[src/rtl/counter_pkg.sv]
// Shared types and constants for the up/down counter slice.
// Holds the per-cycle operation encoding and the default counter width.
package counter_pkg;

    localparam int DEFAULT_WIDTH = 16;

    typedef enum logic [1:0] {
        OP_HOLD = 2'd0,
        OP_LOAD = 2'd1,
        OP_INC  = 2'd2,
        OP_DEC  = 2'd3
    } op_e;

endpackage

[src/rtl/updn_counter_n_edge_detect.sv]
// One-bit rising-edge pulse generator for the step inputs.
// History resets to 1 so a level held through reset never fires.
module edge_detect (
    input  logic clkin,
    input  logic reset,
    input  logic d,
    output logic pulse
);

    logic hist_q;
    logic hist_d;

    always_comb begin
        hist_d = d;
    end

    always_ff @(posedge clkin) begin
        if (reset) begin
            hist_q <= 1'b1;
        end else begin
            hist_q <= hist_d;
        end
    end

    assign pulse = d & ~hist_q;

endmodule

[src/rtl/updn_counter_n.sv]
// Loadable up/down counter with terminal-count flags, wrap/saturate and modulus.
// Define UPDN_COUNTER_STEP_EDGE_EN for rising-edge detected step inputs.
module updn_counter_n
    import counter_pkg::*;
#(
    parameter int               WIDTH   = DEFAULT_WIDTH,
    parameter logic [WIDTH-1:0] MAX_VAL = {WIDTH{1'b1}}
) (
    input  logic             clkin,
    input  logic             reset,
    input  logic             ce,
    input  logic             run,
    input  logic             up_step,
    input  logic             dn_step,
    input  logic             ld,
    input  logic [WIDTH-1:0] din,
    input  logic             sat,
    output logic [WIDTH-1:0] q,
    output logic             utc,
    output logic             dtc,
    output logic             wrap_pulse
);

    localparam logic [WIDTH-1:0] ONE  = {{(WIDTH-1){1'b0}}, 1'b1};
    localparam logic [WIDTH-1:0] ZERO = {WIDTH{1'b0}};

    logic [WIDTH-1:0] q_q;
    logic [WIDTH-1:0] q_d;
    logic             wrap_q;
    logic             wrap_d;
    logic             up_step_e;
    logic             dn_step_e;
    logic             up_evt;
    logic             dn_evt;
    logic             at_max;
    logic             at_zero;
    op_e              op;

`ifdef UPDN_COUNTER_STEP_EDGE_EN
    edge_detect u_up_edge (
        .clkin (clkin),
        .reset (reset),
        .d     (up_step),
        .pulse (up_step_e)
    );

    edge_detect u_dn_edge (
        .clkin (clkin),
        .reset (reset),
        .d     (dn_step),
        .pulse (dn_step_e)
    );
`else
    assign up_step_e = up_step;
    assign dn_step_e = dn_step;
`endif

    assign up_evt  = run | up_step_e;
    assign dn_evt  = dn_step_e;
    assign at_max  = (q_q == MAX_VAL);
    assign at_zero = (q_q == ZERO);

    // Opposing up and down requests cancel to a hold.
    always_comb begin
        op = OP_HOLD;
        if (ld) begin
            op = OP_LOAD;
        end else if (ce && up_evt && !dn_evt) begin
            op = OP_INC;
        end else if (ce && dn_evt && !up_evt) begin
            op = OP_DEC;
        end
    end

    always_comb begin
        q_d    = q_q;
        wrap_d = 1'b0;
        unique case (op)
            OP_HOLD: begin
                q_d = q_q;
            end
            OP_LOAD: begin
                q_d = (din > MAX_VAL) ? MAX_VAL : din;
            end
            OP_INC: begin
                if (!at_max) begin
                    q_d = q_q + ONE;
                end else if (!sat) begin
                    q_d    = ZERO;
                    wrap_d = 1'b1;
                end
            end
            OP_DEC: begin
                if (!at_zero) begin
                    q_d = q_q - ONE;
                end else if (!sat) begin
                    q_d    = MAX_VAL;
                    wrap_d = 1'b1;
                end
            end
            default: begin
                q_d = q_q;
            end
        endcase
    end

    always_ff @(posedge clkin) begin
        if (reset) begin
            q_q    <= ZERO;
            wrap_q <= 1'b0;
        end else begin
            q_q    <= q_d;
            wrap_q <= wrap_d;
        end
    end

    assign q          = q_q;
    assign utc        = at_max;
    assign dtc        = at_zero;
    assign wrap_pulse = wrap_q;

endmodule

[config.mk]
export PLATFORM = sky130hd
export DESIGN_NAME = updn_counter_n
export DESIGN_NICKNAME = d
export VERILOG_FILES = /design/src/rtl/counter_pkg.sv /design/src/rtl/updn_counter_n_edge_detect.sv /design/src/rtl/updn_counter_n.sv
export SDC_FILE = /design/constraint.sdc
export NUM_CORES = 1
export LEC_CHECK = 0
export BUFFER_PORTS_ARGS = -buffer_cell sky130_fd_sc_hd__buf_2
export CAP_MARGIN = 30
export CORE_ASPECT_RATIO = 0.9
export CORE_UTILIZATION = 30
export CTS_CLUSTER_DIAMETER = 60
export DETAILED_ROUTE_END_ITERATION = 8
export GPL_TIMING_DRIVEN = 0
export MAX_ROUTING_LAYER = met4
export SYNTH_ARGS = -nofsm -noshare
export SYNTH_HDL_FRONTEND = slang
export SYNTH_SLANG_ARGS = --single-unit
export TNS_END_PERCENT = 1
[constraint.sdc]
create_clock -name clkin -period 2.85 [get_ports clkin]
set_input_delay 0.57 -clock clkin [delete_from_list [all_inputs] [get_ports clkin]]
set_output_delay 0.57 -clock clkin [all_outputs]
set_load 0.01 [all_outputs]
Word-level counts from Yosys, hierarchy flattened:

Index checks and enable logic that the tools add are counted.

* register bits after elaboration: 17
* bits of input ports: 24
* output and inout port bits: 19
* logic and storage cells: 35

* add/sub/neg operators: 2
* magnitude comparators: 1
* equal/unequal tests: 6
* muxes and demuxes: 13
* bitwise logic cells: 2
* reduce and logical (&&, ||, !) cells: 9

Operators by type and width (number)
* $mux 16: 5
* $pmux 16 s3: 1
* $add 16x1->16 const B: 1
* $eq 16x16->1 const B: 1
* $gt 16x16->1 const B: 1
* $logic_not 16->1: 1
* $sub 16x1->16 const B: 1
* $mux 2: 3
* $ne 3x3->1 const B: 2
* $eq 2x2->1 const B: 2
* $logic_and 1x1->1: 4
* $mux 1: 3
* $reduce_and 3->1: 1
* $eq 2x1->1 const B: 1
* $logic_not 1->1: 2
* $logic_not 2->1: 1
* $pmux 1 s2: 1
* $not 1->1: 1
* $or 1x1->1: 1

Longest topological paths before layout:

* word-level depth: 9
* depth in mapped cells: 10
* gate-level depth less buffers: 8

Worst setup path after synthesis:

Ideal clock, no wire load.

* kind: in2reg
* from: in ce
* to: reg q_q[0], in the netlist q[0]
* arrival time: 2.083 ns
* path slack: 0.631 ns
* stages: 8
* path buffers: 2
* path through: nor2b_1 > and3_1 > clkbuf_1 > a41o_1 > or2_1 > buf_4 > a2111oi_0 > a211oi_1

* word-level cells in the longest chain between the ends: 8
* elaborated cells on any way between the ends: 16
* classes of those cells: 5 x eq/ne; 4 x mux; 1 x bitwise; 6 x reduce/logical

Ends and longest elaborated chain
* from (decl): line updn_counter_n.sv:11 `input logic ce,`
* $logic_and 1x1->1 (2 in series): line updn_counter_n.sv:70 `end else if (ce && dn_evt && !up_evt) begin`
* $mux 2: line updn_counter_n.sv:70
* $mux 2 *: line updn_counter_n.sv:68 `end else if (ce && up_evt && !dn_evt) begin`
* $mux 2 *: line updn_counter_n.sv:66 `if (ld) begin`
* $eq 2x2->1 / $logic_not 2->1 (equally long branches): line updn_counter_n.sv:78 `unique case (op)`
* $ne 3x3->1 (no source line) / $not 1->1 (equally long branches)
* $reduce_and 3->1 (no source line)
* to (signal assigned): line updn_counter_n.sv:112 `q_q <= q_d;`
* to (decl): line updn_counter_n.sv:27 `logic [WIDTH-1:0] q_q;`

Every way passes the cells marked *; elsewhere a longest branch is shown, timed or not.
A chain may end at the register's enable or synchronous reset.

Worst setup path after layout:

* from: reg q_q[0], in the netlist q[0]
* to: reg q_q[5], in the netlist q[5]

* word-level cells in the longest chain between the ends: 3
* elaborated cells on any way between the ends: 10
* classes of those cells: 2 x add/sub; 3 x eq/ne; 3 x mux; 2 x reduce/logical

Ends and longest elaborated chain
* $sub 16x1->16 (tied with other cells): line updn_counter_n.sv:95 `q_d = q_q - ONE;`
* $mux 16 (tied with other cells): line updn_counter_n.sv:94 `if (!at_zero) begin`
* $pmux 16 s3 / $reduce_and 3->1 (equally long branches)

Parallel ways exist; a longest one is shown, timed or not.

==> run summary <==
status = complete, no violations
Reg clk slew, reported paths = 80 ps
CP startpoint kind = flop
Final GP Congestion = 0.940
Max-Cap Viols = 0
Tot Pwr = 0.782 mW
Mean Syn Cell Area = 7.34 um2
Post-DP Area = 2040 um2
HP Class = in -> reg
most frequent cells in the layout = buf_2 (47), nand2_1 (21), nor2_1 (18)
Slew HR = 49.8%
worst-path fanout max = 10
drc violations = 0
clock root cell = clkbuf_8
kind of critical path = reg -> reg
reg2reg path depth = 7
Final ANT Viol Nets = 0
RSZ-0062 raised after global routing = false
initial antenna violation count = 0
Worst Setup End Kind = flop
WL per Instance = 18.4 um
Vias/cell = 6.00
Worst Slack Setup Final = 212 ps
Main synth FF type = dfxtp_1
Worst EP required = 3000 ps
Post-DP HPWL = 4680 um
P_int = 0.478 mW
Sw Share = 38.8%
grt ovf = 0
number of flops mapped to enable cells by yosys = 0
CTS tree = yes
fin nets = 311
final worst-path cycle share = 92.6%
# IOs = 43
Synth top area share = 19.5%
Die H = 74.4 um
number of library cell types mapped by synthesis = 58
leak pwr = 0.821 nW
Comb power frac = 40.2%
Final Non-Filler Cells = 350
final setup violation count = 0
reg-to-reg setup timing slack = 210 ps
clock skew = 8.77 ps
full die area = 6130 um2
DR vias = 2,101
largest net degree at the start of global routing = 11
n_diodes = 0
Critical Path Source = q[0]$_SDFFE_PP0P_
Tmin final = 2640 ps
DIE WIDTH = 82.4 um
design area = 2080 um2
Post-Syn Area = 1750 um2
pwr/cell area = 375 nW/um2
Mapped Cells = 238
Post-Route WL = 6440 um
global-route wire length before repair = 10,100 um
cell taking the most area after synthesis = dfxtp_1
RR Endpoint = q[5]$_SDFFE_PP0P_
Max Slew Vio Count = 0
Finished Core Util = 38.3%
Detailed Route Iter0 Violations = 222
Flop pwr share = 35.2%
DP Cell Count = 346
Initial Utilization = 32.1%
VDD IR max = 0.000232 V
sequential-to-total area share from yosys stat = 19.5%
NetSw = 0.303 mW
FF+latch count, synth = 17
total global routing track utilization = 23.1%
area grow syn2layout = 19.3%
layout cell share with drive strength beyond 1 = 23.7%
synthesis warning total = 0
CTS Buf Count = 3
first-pass iteration count of the detailed router = 4
clock share of power = 24.5%
IO Port Bufs = 41
crit path to = q[5]$_SDFFE_PP0P_
synth top area cells = dfxtp_1 (19%), o221ai_1 (5.5%), nand2_1 (4.5%)
setup TNS = 0 ps
commonest non-fill, non-tap cell in the layout = buf_2
Worst-Margin Slew = 748 ps
Max Fclk = 379 MHz
Hold Fails Final Rpt = 0
htree depth = 1
core area = 5440 um2
Post-synth ARST share = 0%
Synth Net Count = 265
vias in the first global route = 1,916
clk sinks = 17
worst hold slack = 479 ps
FP Rows = 25
clk_lat worst skew = 260 ps
pre-CTS setup slack = -134 ps
WP data arrival = 2790 ps
Max Root-Sink Buffers = 2
FF-to-FF Start = q[0]$_SDFFE_PP0P_
==> area by class of cell <==
class / count / area (um2)
clock buffer: 4 / 45.0
fill: 586 / 3360
sequential: 17 / 340
multi-input combinational: 194 / 1270
tap: 67 / 83.8
timing repair buffer: 41 / 205
buffer: 23 / 128
inverter: 4 / 15.0
==> worst max-delay path, cell delays in order (launching register included) <==
cell and delay (ps):
dfxtp_1 470, ha_1 330, nand2_1 140, or4_1 610, nor3_1 270, nor2_2 170
buf_2 250, a311oi_1 280
==> kinds of logic after synthesis <==
family	count (synthesis)	synth area share (%)
DFF	17	19.5
xor gates and xnor gates	12	6.02
muxes	1	0.573
adders and majority gates	3	2.15
and+or+nand+nor	112	35.6
buffers and inverters	27	8.17
AOI/OAI and AO/OA	66	28.0
==> how the worst min path moves through the flow <==
stage / start / endpoint / slack, ps / cells past startpoint
2_1_floorplan: q[1]$_SDFFE_PP0P_ / q[1]$_SDFFE_PP0P_ / 550 / 2
3_3_place_gp: q[1]$_SDFFE_PP0P_ / q[1]$_SDFFE_PP0P_ / 540 / 2
3_5_place_dp: q[1]$_SDFFE_PP0P_ / q[1]$_SDFFE_PP0P_ / 550 / 2
4_1_cts: sat / wrap_pulse$_SDFF_PP0_ / 480 / 2
5_1_grt: sat / wrap_pulse$_SDFF_PP0_ / 480 / 2
6_report: sat / wrap_pulse$_SDFF_PP0_ / 480 / 2
==> per-layer routing <==
layer  share of wire (%)  vias to the layer above  GRT usage (%)
met3                 9.0                        9           5.15
met4                 1.9                        0           7.21
met5                   0                        -              -
li1                    -                     1010              -
met2                  43                      104           33.6
met1                  46                      978           31.5
==> state kept, by name, indices dropped and copies added, names as in the netlist <==
signal,flops
q,16
wrap_pulse,1
==> cells in the mapped netlist (3+ instances only) <==
library cell	count
o221ai_1	11
a21oi_1	13
a311oi_1	3
nor2_1	19
and2_1	3
nand4_1	12
buf_2	6
ha_1	3
a211oi_1	4
nor4_1	7
inv_1	4
a31oi_1	3
xnor2_1	6
o211ai_1	3
dfxtp_1	17
buf_6	3
or3_1	4
o21ai_0	7
nor3_1	11
buf_4	3
or4_1	3
nand3_1	8
and3_1	9
xor2_1	6
nand2_1	21
clkbuf_1	11
==> power groups by stage <==
stage / combinational (mW) / clock (mW) / sequential, mW
floorplan: 0.207 / 0 / 0.286
global placement: 0.309 / 0 / 0.280
detailed placement: 0.310 / 0 / 0.281
CTS: 0.311 / 0.199 / 0.275
global route: 0.342 / 0.208 / 0.279
finish: 0.314 / 0.192 / 0.276
==> repair_timing <==
item,in CTS,in global routing
buffers inserted,0,0
resized for setup,0,1
setup endpoints to repair,0,8
hold buffers,0,0
Note: power is estimated with default switching activity, not from simulation.
